[config.mk]
export PLATFORM = sky130hd
export DESIGN_NAME = alu_result_stage
export DESIGN_NICKNAME = d
export VERILOG_FILES = /design/src/rtl/alu_result_stage.sv
export SDC_FILE = /design/constraint.sdc
export NUM_CORES = 1
export LEC_CHECK = 0
export CORE_AREA = 5 5 77 79
export CTS_BUF_LIST = sky130_fd_sc_hd__clkbuf_4
export CTS_CLUSTER_DIAMETER = 30
export DETAILED_ROUTE_END_ITERATION = 16
export DIE_AREA = 0 0 82 84
export DONT_BUFFER_PORTS = 1
export PLACE_DENSITY = 0.55
export SLEW_MARGIN = 20
export SYNTH_ARGS = -nofsm -noshare
export SYNTH_HDL_FRONTEND = slang
export SYNTH_SLANG_ARGS = --single-unit
[constraint.sdc]
create_clock -name Clock -period 3.96 [get_ports Clock]
set_clock_uncertainty 0.15 [all_clocks]
set_input_delay 0.99 -clock Clock [delete_from_list [all_inputs] [get_ports Clock]]
set_output_delay 0.99 -clock Clock [all_outputs]
set_load 0.01 [all_outputs]
[src/rtl/alu_result_stage.sv]
// alu_result_stage: registers the ALU result, tag and Z/N/C/V flags for writeback; ALU_SKID_EN selects the skid buffer.
// Latency: input accepted on edge N is presented with OutValid=1 in cycle N+1; one entry per cycle at full rate.
// Backpressure: valid/ready; InReady is combinational from OutReady, or a registered !SkidValid when ALU_SKID_EN.
module alu_result_stage #(
  parameter int WIDTH = 24,
  parameter int TAG_W = 4,
  parameter int CNT_W = 16
) (
  input  logic             Clock,
  input  logic             Reset,
  input  logic             InValid,
  output logic             InReady,
  input  logic [WIDTH-1:0] Result,
  input  logic             CarryOut,
  input  logic             AMsb,
  input  logic             BMsb,
  input  logic [2:0]       Op,
  input  logic [TAG_W-1:0] Rd,
  output logic             OutValid,
  input  logic             OutReady,
  output logic [WIDTH-1:0] OutResult,
  output logic [TAG_W-1:0] OutRd,
  output logic             OutZero,
  output logic             OutNeg,
  output logic             OutCarry,
  output logic             OutOvf,
  output logic [CNT_W-1:0] StallCount
);

  typedef struct packed {
    logic [WIDTH-1:0] result;
    logic [TAG_W-1:0] rd;
    logic             zero;
    logic             neg;
    logic             carry;
    logic             ovf;
  } entry_t;

  localparam logic [2:0] OP_ADDSUB = 3'b010;

  entry_t in_ent;
  logic   is_addsub;

  // Carry and overflow only mean something for ADD/SUB; every other op, reserved included, forces them low.
  always_comb begin
    is_addsub     = (Op == OP_ADDSUB);
    in_ent.result = Result;
    in_ent.rd     = Rd;
    in_ent.zero   = (Result == '0);
    in_ent.neg    = Result[WIDTH-1];
    in_ent.carry  = is_addsub & CarryOut;
    in_ent.ovf    = is_addsub & (AMsb == BMsb) & (Result[WIDTH-1] != AMsb);
  end

  entry_t main_q, main_d;
  logic   main_vld_q, main_vld_d;
  logic   accept;
  logic   consume;

  assign accept  = InValid & InReady;
  assign consume = main_vld_q & OutReady;

`ifdef ALU_SKID_EN
  entry_t skid_q, skid_d;
  logic   skid_vld_q, skid_vld_d;
  logic   in_rdy_q;

  // When full, InReady is already low, so consume never coincides with accept while the skid slot is occupied.
  always_comb begin
    main_d     = main_q;
    main_vld_d = main_vld_q;
    skid_d     = skid_q;
    skid_vld_d = skid_vld_q;
    if (!main_vld_q || consume) begin
      if (skid_vld_q) begin
        main_d     = skid_q;
        main_vld_d = 1'b1;
        skid_vld_d = 1'b0;
      end else if (accept) begin
        main_d     = in_ent;
        main_vld_d = 1'b1;
      end else begin
        main_vld_d = 1'b0;
      end
    end else if (accept) begin
      skid_d     = in_ent;
      skid_vld_d = 1'b1;
    end
  end

  always_ff @(posedge Clock or negedge Reset) begin
    if (!Reset) begin
      skid_q     <= '0;
      skid_vld_q <= 1'b0;
      in_rdy_q   <= 1'b1;
    end else begin
      skid_q     <= skid_d;
      skid_vld_q <= skid_vld_d;
      in_rdy_q   <= !skid_vld_d;
    end
  end

  assign InReady = in_rdy_q;
`else
  assign InReady = !main_vld_q || OutReady;

  always_comb begin
    main_d     = main_q;
    main_vld_d = main_vld_q;
    if (accept) begin
      main_d     = in_ent;
      main_vld_d = 1'b1;
    end else if (consume) begin
      main_vld_d = 1'b0;
    end
  end
`endif

  logic [CNT_W-1:0] stall_q, stall_d;

  always_comb begin
    stall_d = stall_q;
    if (main_vld_q && !OutReady && (stall_q != '1)) begin
      stall_d = stall_q + 1'b1;
    end
  end

  always_ff @(posedge Clock or negedge Reset) begin
    if (!Reset) begin
      main_q     <= '0;
      main_vld_q <= 1'b0;
      stall_q    <= '0;
    end else begin
      main_q     <= main_d;
      main_vld_q <= main_vld_d;
      stall_q    <= stall_d;
    end
  end

  assign OutValid   = main_vld_q;
  assign OutResult  = main_q.result;
  assign OutRd      = main_q.rd;
  assign OutZero    = main_q.zero;
  assign OutNeg     = main_q.neg;
  assign OutCarry   = main_q.carry;
  assign OutOvf     = main_q.ovf;
  assign StallCount = stall_q;

endmodule

==> impl_results.html, run 1 <==
<table>
<tr><th>Metric</th><th>Value</th></tr>
<tr><th colspan="2">Run status</th></tr>
<tr><td>Status</td><td>completed</td></tr>
<tr><th colspan="2">Detailed routing</th></tr>
<tr><td>Vias after detailed routing</td><td>1,236</td></tr>
<tr><td>Per-cell via count in the routed design</td><td>roughly 5.4</td></tr>
<tr><td>DRC violations left</td><td>0</td></tr>
<tr><td>Detailed-route wire length</td><td>4140 µm</td></tr>
<tr><td>DRC marker count from the first detailed-route iteration</td><td>28</td></tr>
<tr><td>Average routed wire per standard cell</td><td>18.0 µm</td></tr>
<tr><td>Final antenna-violating net count</td><td>0</td></tr>
<tr><td>First-pass detailed-route iteration total</td><td>4</td></tr>
<tr><th colspan="2">Yosys</th></tr>
<tr><td>Number of cells produced by synthesis</td><td>approximately 160</td></tr>
<tr><td>Post-synth EDFFs</td><td>0</td></tr>
<tr><td>Post-synthesis average cell area</td><td>13.3 µm²</td></tr>
<tr><td>Cell types occupying the most area after synthesis</td><td>sky130_fd_sc_hd__dfrtp_1, sky130_fd_sc_hd__mux2_2, sky130_fd_sc_hd__xor2_1</td></tr>
<tr><td>Primary flip-flop cell chosen by synthesis mapping</td><td>sky130_fd_sc_hd__dfrtp_1</td></tr>
<tr><td>Most instantiated library cell after synthesis</td><td>sky130_fd_sc_hd__dfrtp_1</td></tr>
<tr><td>Commonest cells in the netlist</td><td>sky130_fd_sc_hd__dfrtp_1, sky130_fd_sc_hd__mux2_2, sky130_fd_sc_hd__nand2_1, sky130_fd_sc_hd__xor2_1, sky130_fd_sc_hd__nor4_1</td></tr>
<tr><td>Sequential share of the synthesized area</td><td>0.581</td></tr>
<tr><td>Register bit count reported by yosys</td><td>48</td></tr>
<tr><td>Synthesis Warnings</td><td>0</td></tr>
<tr><td>Post-synth net total</td><td>194</td></tr>
<tr><td>Cell accounting for the most synthesized area</td><td>sky130_fd_sc_hd__dfrtp_1</td></tr>
<tr><td>Async set or reset register ratio after synthesis</td><td>1.00</td></tr>
<tr><td>Netlist area before placement</td><td>2070 µm²</td></tr>
<tr><td>Number of unique standard cell types used by synthesis</td><td>32</td></tr>
<tr><td>Area share of the largest cell type after synthesis</td><td>0.581</td></tr>
<tr><th colspan="2">Floorplanning</th></tr>
<tr><td>Height of the chip</td><td>84 µm</td></tr>
<tr><td>Area of the core region</td><td>between 5000 and 6000 µm²</td></tr>
<tr><td>Number of core rows</td><td>27</td></tr>
<tr><td>Initial standard-cell utilization of the core</td><td>0.392</td></tr>
<tr><td>Full die area</td><td>around 6900 µm²</td></tr>
<tr><td>Total I/O pin count</td><td>88</td></tr>
<tr><td>Horizontal extent of the die</td><td>82 µm</td></tr>
<tr><th colspan="2">Clock network</th></tr>
<tr><td>Number of post-CTS setup repair buffers</td><td>0</td></tr>
<tr><td>Root cell of the clock tree</td><td>sky130_fd_sc_hd__clkbuf_4</td></tr>
<tr><td>Number of H-tree levels</td><td>2</td></tr>
<tr><td>Longest Clk Path Bufs</td><td>2</td></tr>
<tr><td>TritonCTS Sinks</td><td>48</td></tr>
<tr><td>Number of gates given a new drive strength after cts</td><td>0</td></tr>
<tr><td>Reg clk slew, reported paths</td><td>0.15 ns</td></tr>
<tr><td>Hold-fix buffers, CTS</td><td>0</td></tr>
<tr><td>CTS Buf Count</td><td>5</td></tr>
<tr><td>Clock tree from TritonCTS</td><td>done</td></tr>
<tr><td>Insertion delay to the later sink of the worst-skew pair</td><td>0.36 ns</td></tr>
<tr><th colspan="2">Placement</th></tr>
<tr><td>Global placer's final weighted congestion</td><td>around 0.8</td></tr>
<tr><td>Sum of net half-perimeters after detailed placement</td><td>3100 µm</td></tr>
<tr><td>Dpl cell area</td><td>around 2100 µm²</td></tr>
<tr><td>Pre-CTS WS</td><td>1.30 ns</td></tr>
<tr><td>IO Port Bufs</td><td>0</td></tr>
<tr><td>Placed Cells</td><td>223</td></tr>
<tr><th colspan="2">Finish</th></tr>
<tr><td>Nets</td><td>about 200</td></tr>
<tr><td>Layout Area Growth over Synthesis</td><td>5.88%</td></tr>
<tr><td>Area of all placed cells without fillers</td><td>2190 µm²</td></tr>
<tr><td>Number of filler instances in the final layout</td><td>517</td></tr>
<tr><td>Diodes inserted</td><td>0</td></tr>
<tr><td>Layout Cells excl Fill</td><td>between 200 and 250</td></tr>
<tr><td>Proportion of layout cells with a drive suffix above 1</td><td>0.272</td></tr>
<tr><th colspan="2">Power and ir drop</th></tr>
<tr><td>Pleak</td><td>roughly 0.93 nW</td></tr>
<tr><td>Switching Fraction</td><td>0.304</td></tr>
<tr><td>Cell area power density</td><td>458 nW/µm²</td></tr>
<tr><td>Switching power of the nets</td><td>a little over 0.3 mW</td></tr>
<tr><td>Sequential fraction of design power</td><td>0.669</td></tr>
<tr><td>Internal Dissipation</td><td>0.698 mW</td></tr>
<tr><td>Largest vdd supply drop</td><td>around 0.00022 V</td></tr>
<tr><td>Combinational fraction of design power</td><td>0.119</td></tr>
<tr><td>Clk network pwr share</td><td>0.212</td></tr>
<tr><th colspan="2">Global route</th></tr>
<tr><td>Pin count of the biggest net entering global routing</td><td>49</td></tr>
<tr><td>Number of global-route vias before repair</td><td>1,445</td></tr>
<tr><td>Total track usage</td><td>0.129</td></tr>
<tr><td>Remaining global-route overflow</td><td>0</td></tr>
<tr><td>Number of antenna violations at the first check in global routing</td><td>0</td></tr>
<tr><td>First-pass GRT wire length</td><td>6980 µm</td></tr>
<tr><th colspan="2">Critical path</th></tr>
<tr><td>Worst r2r src</td><td>StallCount[0]</td></tr>
<tr><td>Maximum cell stage delay along the critical path</td><td>0.45 ns</td></tr>
<tr><td>Critical path launch point</td><td>OutReady</td></tr>
<tr><td>Critical path's slowest cell</td><td>sky130_fd_sc_hd__nand2b_1</td></tr>
<tr><td>Crit path arrival time</td><td>1.44 ns</td></tr>
<tr><td>Cells along the critical path</td><td>nand2b_1</td></tr>
<tr><td>Class of the most critical setup path</td><td>in -&gt; out</td></tr>
<tr><td>Top fanout value on the critical path</td><td>14</td></tr>
<tr><td>Crit-path leading delay family</td><td>simple AND/OR/NAND/NOR gates</td></tr>
<tr><td>CP Buf/Inv Count</td><td>0</td></tr>
<tr><td>Required time reported for the critical path endpoint</td><td>2.82 ns</td></tr>
<tr><td>CP startpoint kind</td><td>primary input</td></tr>
<tr><td>Element type at the critical path end</td><td>output port</td></tr>
<tr><th colspan="2">Flow run</th></tr>
<tr><td># Max-Cap Violations</td><td>0</td></tr>
<tr><th colspan="2">STA</th></tr>
<tr><td>Total negative slack</td><td>0 ns</td></tr>
<tr><td>Slew at the pin closest to its max-slew limit</td><td>0.604 ns</td></tr>
<tr><td>Setup repair after global routing missed its margin</td><td>no</td></tr>
<tr><td>Worst slew slack as a fraction of its limit</td><td>0.594</td></tr>
<tr><td>Number of endpoints with negative hold slack in the final report</td><td>0</td></tr>
<tr><td>Number of setup violations in the final report</td><td>0</td></tr>
<tr><td>Worst hold slack</td><td>0.151 ns</td></tr>
<tr><td>Max Clock Freq</td><td>388 MHz</td></tr>
<tr><td>Slew Limit Fails</td><td>0</td></tr>
<tr><td>Tcrit/Tclk final</td><td>0.651</td></tr>
<tr><td>Final critical path time including I/O delays and setup</td><td>2.58 ns</td></tr>
<tr><td>Final setup margin</td><td>between 1 and 1.5 ns</td></tr>
<tr><th colspan="2">Worst hold path</th></tr>
<tr><td>HP Class</td><td>in -&gt; async</td></tr>
</table>
==> logic make-up after synthesis <==
group	synth area share
and+or+nand+nor	0.157
DFF	0.581
muxes	0.160
xor gates and xnor gates	0.0594
AOI/OAI and AO/OA	0.0218
buffers and inverters	0.0145
adders and majority gates	0.00606
==> per-layer routing <==
metal | global-route usage | wire, µm
met1 | 0.152 | 1620
met4 | 0.0408 | 42
met5 | 0 | 0
met3 | 0.0572 | 544
met2 | 0.206 | 1930
==> area by class of cell <==
type | count | area [µm²] | area share
Sequential cell | 48 | 1200 | 0.549
Multi-Input combinational cell | 101 | 835 | 0.382
Tap cell | 72 | 90.1 | 0.0412
Clock buffer | 5 | 37.5 | 0.0172
Clock inverter | 2 | 12.5 | 0.00572
Timing Repair Buffer | 1 | 7.51 | 0.00343
Inverter | 1 | 3.75 | 0.00172
==> cell usage in the layout (no fill, tap or decap), drive strengths merged, types with 4 or more instances in the layout <==
master / synthesis / layout
mux2: 29 / 29
nor3: 4 / 4
nand2: 12 / 12
dfrtp: 48 / 48
xnor2: 5 / 5
clkbuf: 1 / 5
nand4: 7 / 7
nor4: 10 / 10
xor2: 9 / 9
==> sequential cells by signal, indices dropped and copies added (netlist names) <==
signal and flops:
OutResult 24, StallCount 16, OutRd 4, OutCarry 1, OutOvf 1, OutValid 1
OutZero 1
==> power by group through the flow <==
stage	registers, mW	clock network (mW)	logic [mW]
floorplan	0.658	0	0.109
global placement	0.681	0	0.117
detailed placement	0.683	0	0.121
CTS	0.674	0.227	0.121
global route	0.686	0.245	0.136
finish	0.671	0.212	0.119
==> path summary, 6_finish.rpt <==
path	to	cells past startpoint	slack, ns
setup / recovery	InReady	1	1.38
hold / removal	StallCount[9]	0	0.15
setup reg to reg	StallCount[1]	5	1.87
hold reg to reg	OutZero	2	0.43
max in group asynchronous	StallCount[15]	0	3.40
min in group Clock	OutZero	2	0.43
==> per-stage QoR <==
step	total power [mW]	utilization
finish	1.00	0.415
global route	1.07	0.415
CTS	1.02	0.415
detailed placement	0.804	0.406
global placement	0.797	0.406
floorplan	0.767	-
Power figures use the tool's default switching activity.
==> run 2: changes to the inputs <==
- PLACE_DENSITY: 0.55 -> 0.57
- clock period: 3.96 -> 2.3 ns (I/O delays scaled with it)
==> run 2 against run 1 <==
Compared with the run above: non-clock buffer count up 5; sequential power grew 71%; critical path depth rose by 4.
==> impl_results.html, run 2 (synthesized netlist as in run 1, its figures left out) <==
<table>
<tr><th>Metric</th><th>Value</th></tr>
<tr><th colspan="2">Detailed routing</th></tr>
<tr><td>First-pass detailed-route iteration total</td><td>2 (-2)</td></tr>
<tr><td>Average routed wire per standard cell</td><td>17.9 µm (-0.35%)</td></tr>
<tr><td>DRC marker count from the first detailed-route iteration</td><td>20 (-29%)</td></tr>
<tr><td>DRC violations left</td><td>0 (unchanged)</td></tr>
<tr><td>Detailed-route wire length</td><td>4230 µm (+2.2%)</td></tr>
<tr><td>Final antenna-violating net count</td><td>0 (unchanged)</td></tr>
<tr><td>Per-cell via count in the routed design</td><td>5.33 (-0.81%)</td></tr>
<tr><td>Vias after detailed routing</td><td>1,258 (+1.8%)</td></tr>
<tr><th colspan="2">Finish</th></tr>
<tr><td>Proportion of layout cells with a drive suffix above 1</td><td>0.287 (+0.0144)</td></tr>
<tr><td>Layout Area Growth over Synthesis</td><td>9.69%</td></tr>
<tr><td>Nets</td><td>202 (+2.5%)</td></tr>
<tr><td>Most frequent standard cell in the layout excluding fill and tap cells</td><td>sky130_fd_sc_hd__dfrtp_1</td></tr>
<tr><td>Area of all placed cells without fillers</td><td>2270 µm² (+3.6%)</td></tr>
<tr><td>Max reg flops</td><td>24 (unchanged)</td></tr>
<tr><td>Diodes inserted</td><td>0 (unchanged)</td></tr>
<tr><td>Number of filler instances in the final layout</td><td>509 (-1.5%)</td></tr>
<tr><td>Most used cells in the layout excluding fill and tap cells</td><td>sky130_fd_sc_hd__dfrtp_1, sky130_fd_sc_hd__mux2_2, sky130_fd_sc_hd__nand2_1</td></tr>
<tr><th colspan="2">Critical path</th></tr>
<tr><td>Crit-path leading delay family</td><td>simple AND/OR/NAND/NOR gates</td></tr>
<tr><td>Crit path arrival time</td><td>2.14 ns (+0.70 ns)</td></tr>
<tr><td>CP startpoint kind</td><td>flip-flop</td></tr>
<tr><td>Critical path launch point</td><td>StallCount[0]</td></tr>
<tr><td>Critical path's slowest cell</td><td>sky130_fd_sc_hd__nor4_4</td></tr>
<tr><td>Maximum cell stage delay along the critical path</td><td>0.53 ns (+0.08 ns)</td></tr>
<tr><td>Required time reported for the critical path endpoint</td><td>2.41 ns (-0.41 ns)</td></tr>
<tr><td>Element type at the critical path end</td><td>flip-flop</td></tr>
<tr><td>Top fanout value on the critical path</td><td>10 (-4)</td></tr>
<tr><td>Setup slack of the most critical reg-to-reg path</td><td>0.26 ns (-1.61 ns)</td></tr>
<tr><td>CP Buf/Inv Count</td><td>0 (unchanged)</td></tr>
<tr><td>Worst r2r src</td><td>StallCount[0]</td></tr>
<tr><td>Cells along the critical path</td><td>ha_1 &gt; nand3_1 &gt; nor4_4 &gt; nor2_2 &gt; mux2_4</td></tr>
<tr><td>Class of the most critical setup path</td><td>reg -&gt; reg</td></tr>
<tr><th colspan="2">Floorplanning</th></tr>
<tr><td>Full die area</td><td>6890 µm² (unchanged)</td></tr>
<tr><td>Number of core rows</td><td>27 (unchanged)</td></tr>
<tr><td>Area of the core region</td><td>5270 µm² (unchanged)</td></tr>
<tr><td>Horizontal extent of the die</td><td>82 µm (unchanged)</td></tr>
<tr><td>Initial standard-cell utilization of the core</td><td>0.392 (unchanged)</td></tr>
<tr><td>Height of the chip</td><td>84 µm (unchanged)</td></tr>
<tr><td>Total I/O pin count</td><td>88 (unchanged)</td></tr>
<tr><th colspan="2">Placement</th></tr>
<tr><td>Dpl cell area</td><td>2170 µm² (+1.6%)</td></tr>
<tr><td>IO Port Bufs</td><td>0 (unchanged)</td></tr>
<tr><td>Global placer's final weighted congestion</td><td>0.838 (+3.9%)</td></tr>
<tr><td>Sum of net half-perimeters after detailed placement</td><td>3250 µm (+4.9%)</td></tr>
<tr><th colspan="2">Clock network</th></tr>
<tr><td>TritonCTS Sinks</td><td>48 (unchanged)</td></tr>
<tr><td>Number of gates given a new drive strength after cts</td><td>0 (unchanged)</td></tr>
<tr><td>CTS Buf Count</td><td>5 (unchanged)</td></tr>
<tr><td>Insertion delay to the later sink of the worst-skew pair</td><td>0.35 ns (about the same)</td></tr>
<tr><td>Clock tree from TritonCTS</td><td>done</td></tr>
<tr><td>Reg clk slew, reported paths</td><td>0.14 ns (about the same)</td></tr>
<tr><td>Root cell of the clock tree</td><td>sky130_fd_sc_hd__clkbuf_4</td></tr>
<tr><td>Longest Clk Path Bufs</td><td>2 (unchanged)</td></tr>
<tr><td>Number of H-tree levels</td><td>2 (unchanged)</td></tr>
<tr><th colspan="2">STA</th></tr>
<tr><td>Total negative slack</td><td>0 ns (unchanged)</td></tr>
<tr><td>Worst slew slack as a fraction of its limit</td><td>0.627 (+0.0327)</td></tr>
<tr><td>Tcrit/Tclk final</td><td>0.885</td></tr>
<tr><td>Slew Limit Fails</td><td>0 (unchanged)</td></tr>
<tr><td>Max Clock Freq</td><td>491 MHz</td></tr>
<tr><td>Final critical path time including I/O delays and setup</td><td>around 2.0 ns</td></tr>
<tr><td>Number of setup violations in the final report</td><td>0 (unchanged)</td></tr>
<tr><td>Number of endpoints with negative hold slack in the final report</td><td>0 (unchanged)</td></tr>
<tr><td>Slew at the pin closest to its max-slew limit</td><td>0.556 ns (-0.0485 ns)</td></tr>
<tr><td>Setup repair after global routing missed its margin</td><td>no</td></tr>
<tr><th colspan="2">Run status</th></tr>
<tr><td>Status</td><td>completed</td></tr>
<tr><th colspan="2">Power and ir drop</th></tr>
<tr><td>Largest vdd supply drop</td><td>0.000415 V (+89%)</td></tr>
<tr><td>Cell area power density</td><td>781 nW/µm² (+70%)</td></tr>
<tr><td>Pleak</td><td>0.965 nW (+4.3%)</td></tr>
<tr><th colspan="2">Global route</th></tr>
<tr><td>Number of antenna violations at the first check in global routing</td><td>0 (unchanged)</td></tr>
<tr><td>Total track usage</td><td>0.127 (-0.00191)</td></tr>
<tr><td>First-pass GRT wire length</td><td>6790 µm (-2.8%)</td></tr>
<tr><td>Number of global-route vias before repair</td><td>1,425 (-1.4%)</td></tr>
<tr><td>Pin count of the biggest net entering global routing</td><td>49 (unchanged)</td></tr>
<tr><td>Remaining global-route overflow</td><td>0 (unchanged)</td></tr>
<tr><th colspan="2">Flow run</th></tr>
<tr><td># Max-Cap Violations</td><td>0 (unchanged)</td></tr>
<tr><th colspan="2">Worst hold path</th></tr>
<tr><td>HP Class</td><td>in -&gt; reg</td></tr>
<tr><td>Startpoint of the worst hold path</td><td>InValid</td></tr>
</table>
-- run 2: cell count changes in the layout (fill, tap and decap cells not counted) --
cell,previous run,this run
sky130_fd_sc_hd__buf_4,1,3
sky130_fd_sc_hd__buf_12,0,1
sky130_fd_sc_hd__clkinv_2,1,0
sky130_fd_sc_hd__dlygate4sd3_1,0,1
sky130_fd_sc_hd__buf_16,0,1
sky130_fd_sc_hd__clkbuf_4,5,6
sky130_fd_sc_hd__clkinv_1,0,1
-- run 2: routing by layer --
| metal | global-route usage | share of wire | vias to the layer above |
|---|---|---|---|
| met5 | 0 | 0 | - |
| met4 | 0.0453 | 0.017 | 0 |
| met3 | 0.0540 | 0.11 | 8 |
| met2 | 0.215 | 0.52 | 58 |
| met1 | 0.138 | 0.36 | 620 |
| li1 | - | - | 572 |
-- run 2: final cells by class --
type / count / area (µm²) / area share
Timing Repair Buffer: 6 / 80.1 / 0.0353
Tap cell: 72 / 90.1 / 0.0398
Multi-Input combinational cell: 101 / 835 / 0.368
Clock buffer: 6 / 45.0 / 0.0199
Inverter: 1 / 3.75 / 0.00166
Sequential cell: 48 / 1200 / 0.530
Clock inverter: 2 / 11.3 / 0.00497
-- run 2: what timing repair did --
item	in CTS	in global routing
setup buffers	0	0
hold endpoints to repair	48	0
hold buffers	2	0
-- run 2: power by group --
group	switching [mW]	internal, mW
clock	0.253	0.129
combinational	0.103	0.133
sequential	0.184	0.967
total	0.541	1.23
-- run 2: worst paths after layout --
path                                   to  depth (start not counted)
setup reg to reg            StallCount[1]                          5
hold reg to reg              OutResult[6]                          1
min in group asynchronous  StallCount[11]                          2
hold / removal                   OutValid                          1
max in group asynchronous    OutResult[5]                          2
setup / recovery            StallCount[1]                          5
-- run 2: worst reg2reg max path: stages (launching register included) --
cell and delay [ns]:
sky130_fd_sc_hd__dfrtp_1 0.48, sky130_fd_sc_hd__ha_1 0.20, sky130_fd_sc_hd__nand3_1 0.16, sky130_fd_sc_hd__nor4_4 0.53, sky130_fd_sc_hd__nor2_2 0.10, sky130_fd_sc_hd__mux2_4 0.31
-- run 2: metrics by stage --
stage	total power [mW]	cells	utilization	worst slack, ns	hold WS [ns]
detailed placement	1.39	226	0.412	0.273	0.131
finish	1.77	236	0.430	0.264	0.171
global placement	1.38	226	0.412	0.308	0.131
floorplan	1.32	155	-	0.457	0.129
CTS	1.81	236	0.430	0.253	0.150
global route	1.88	236	0.430	0.139	0.138
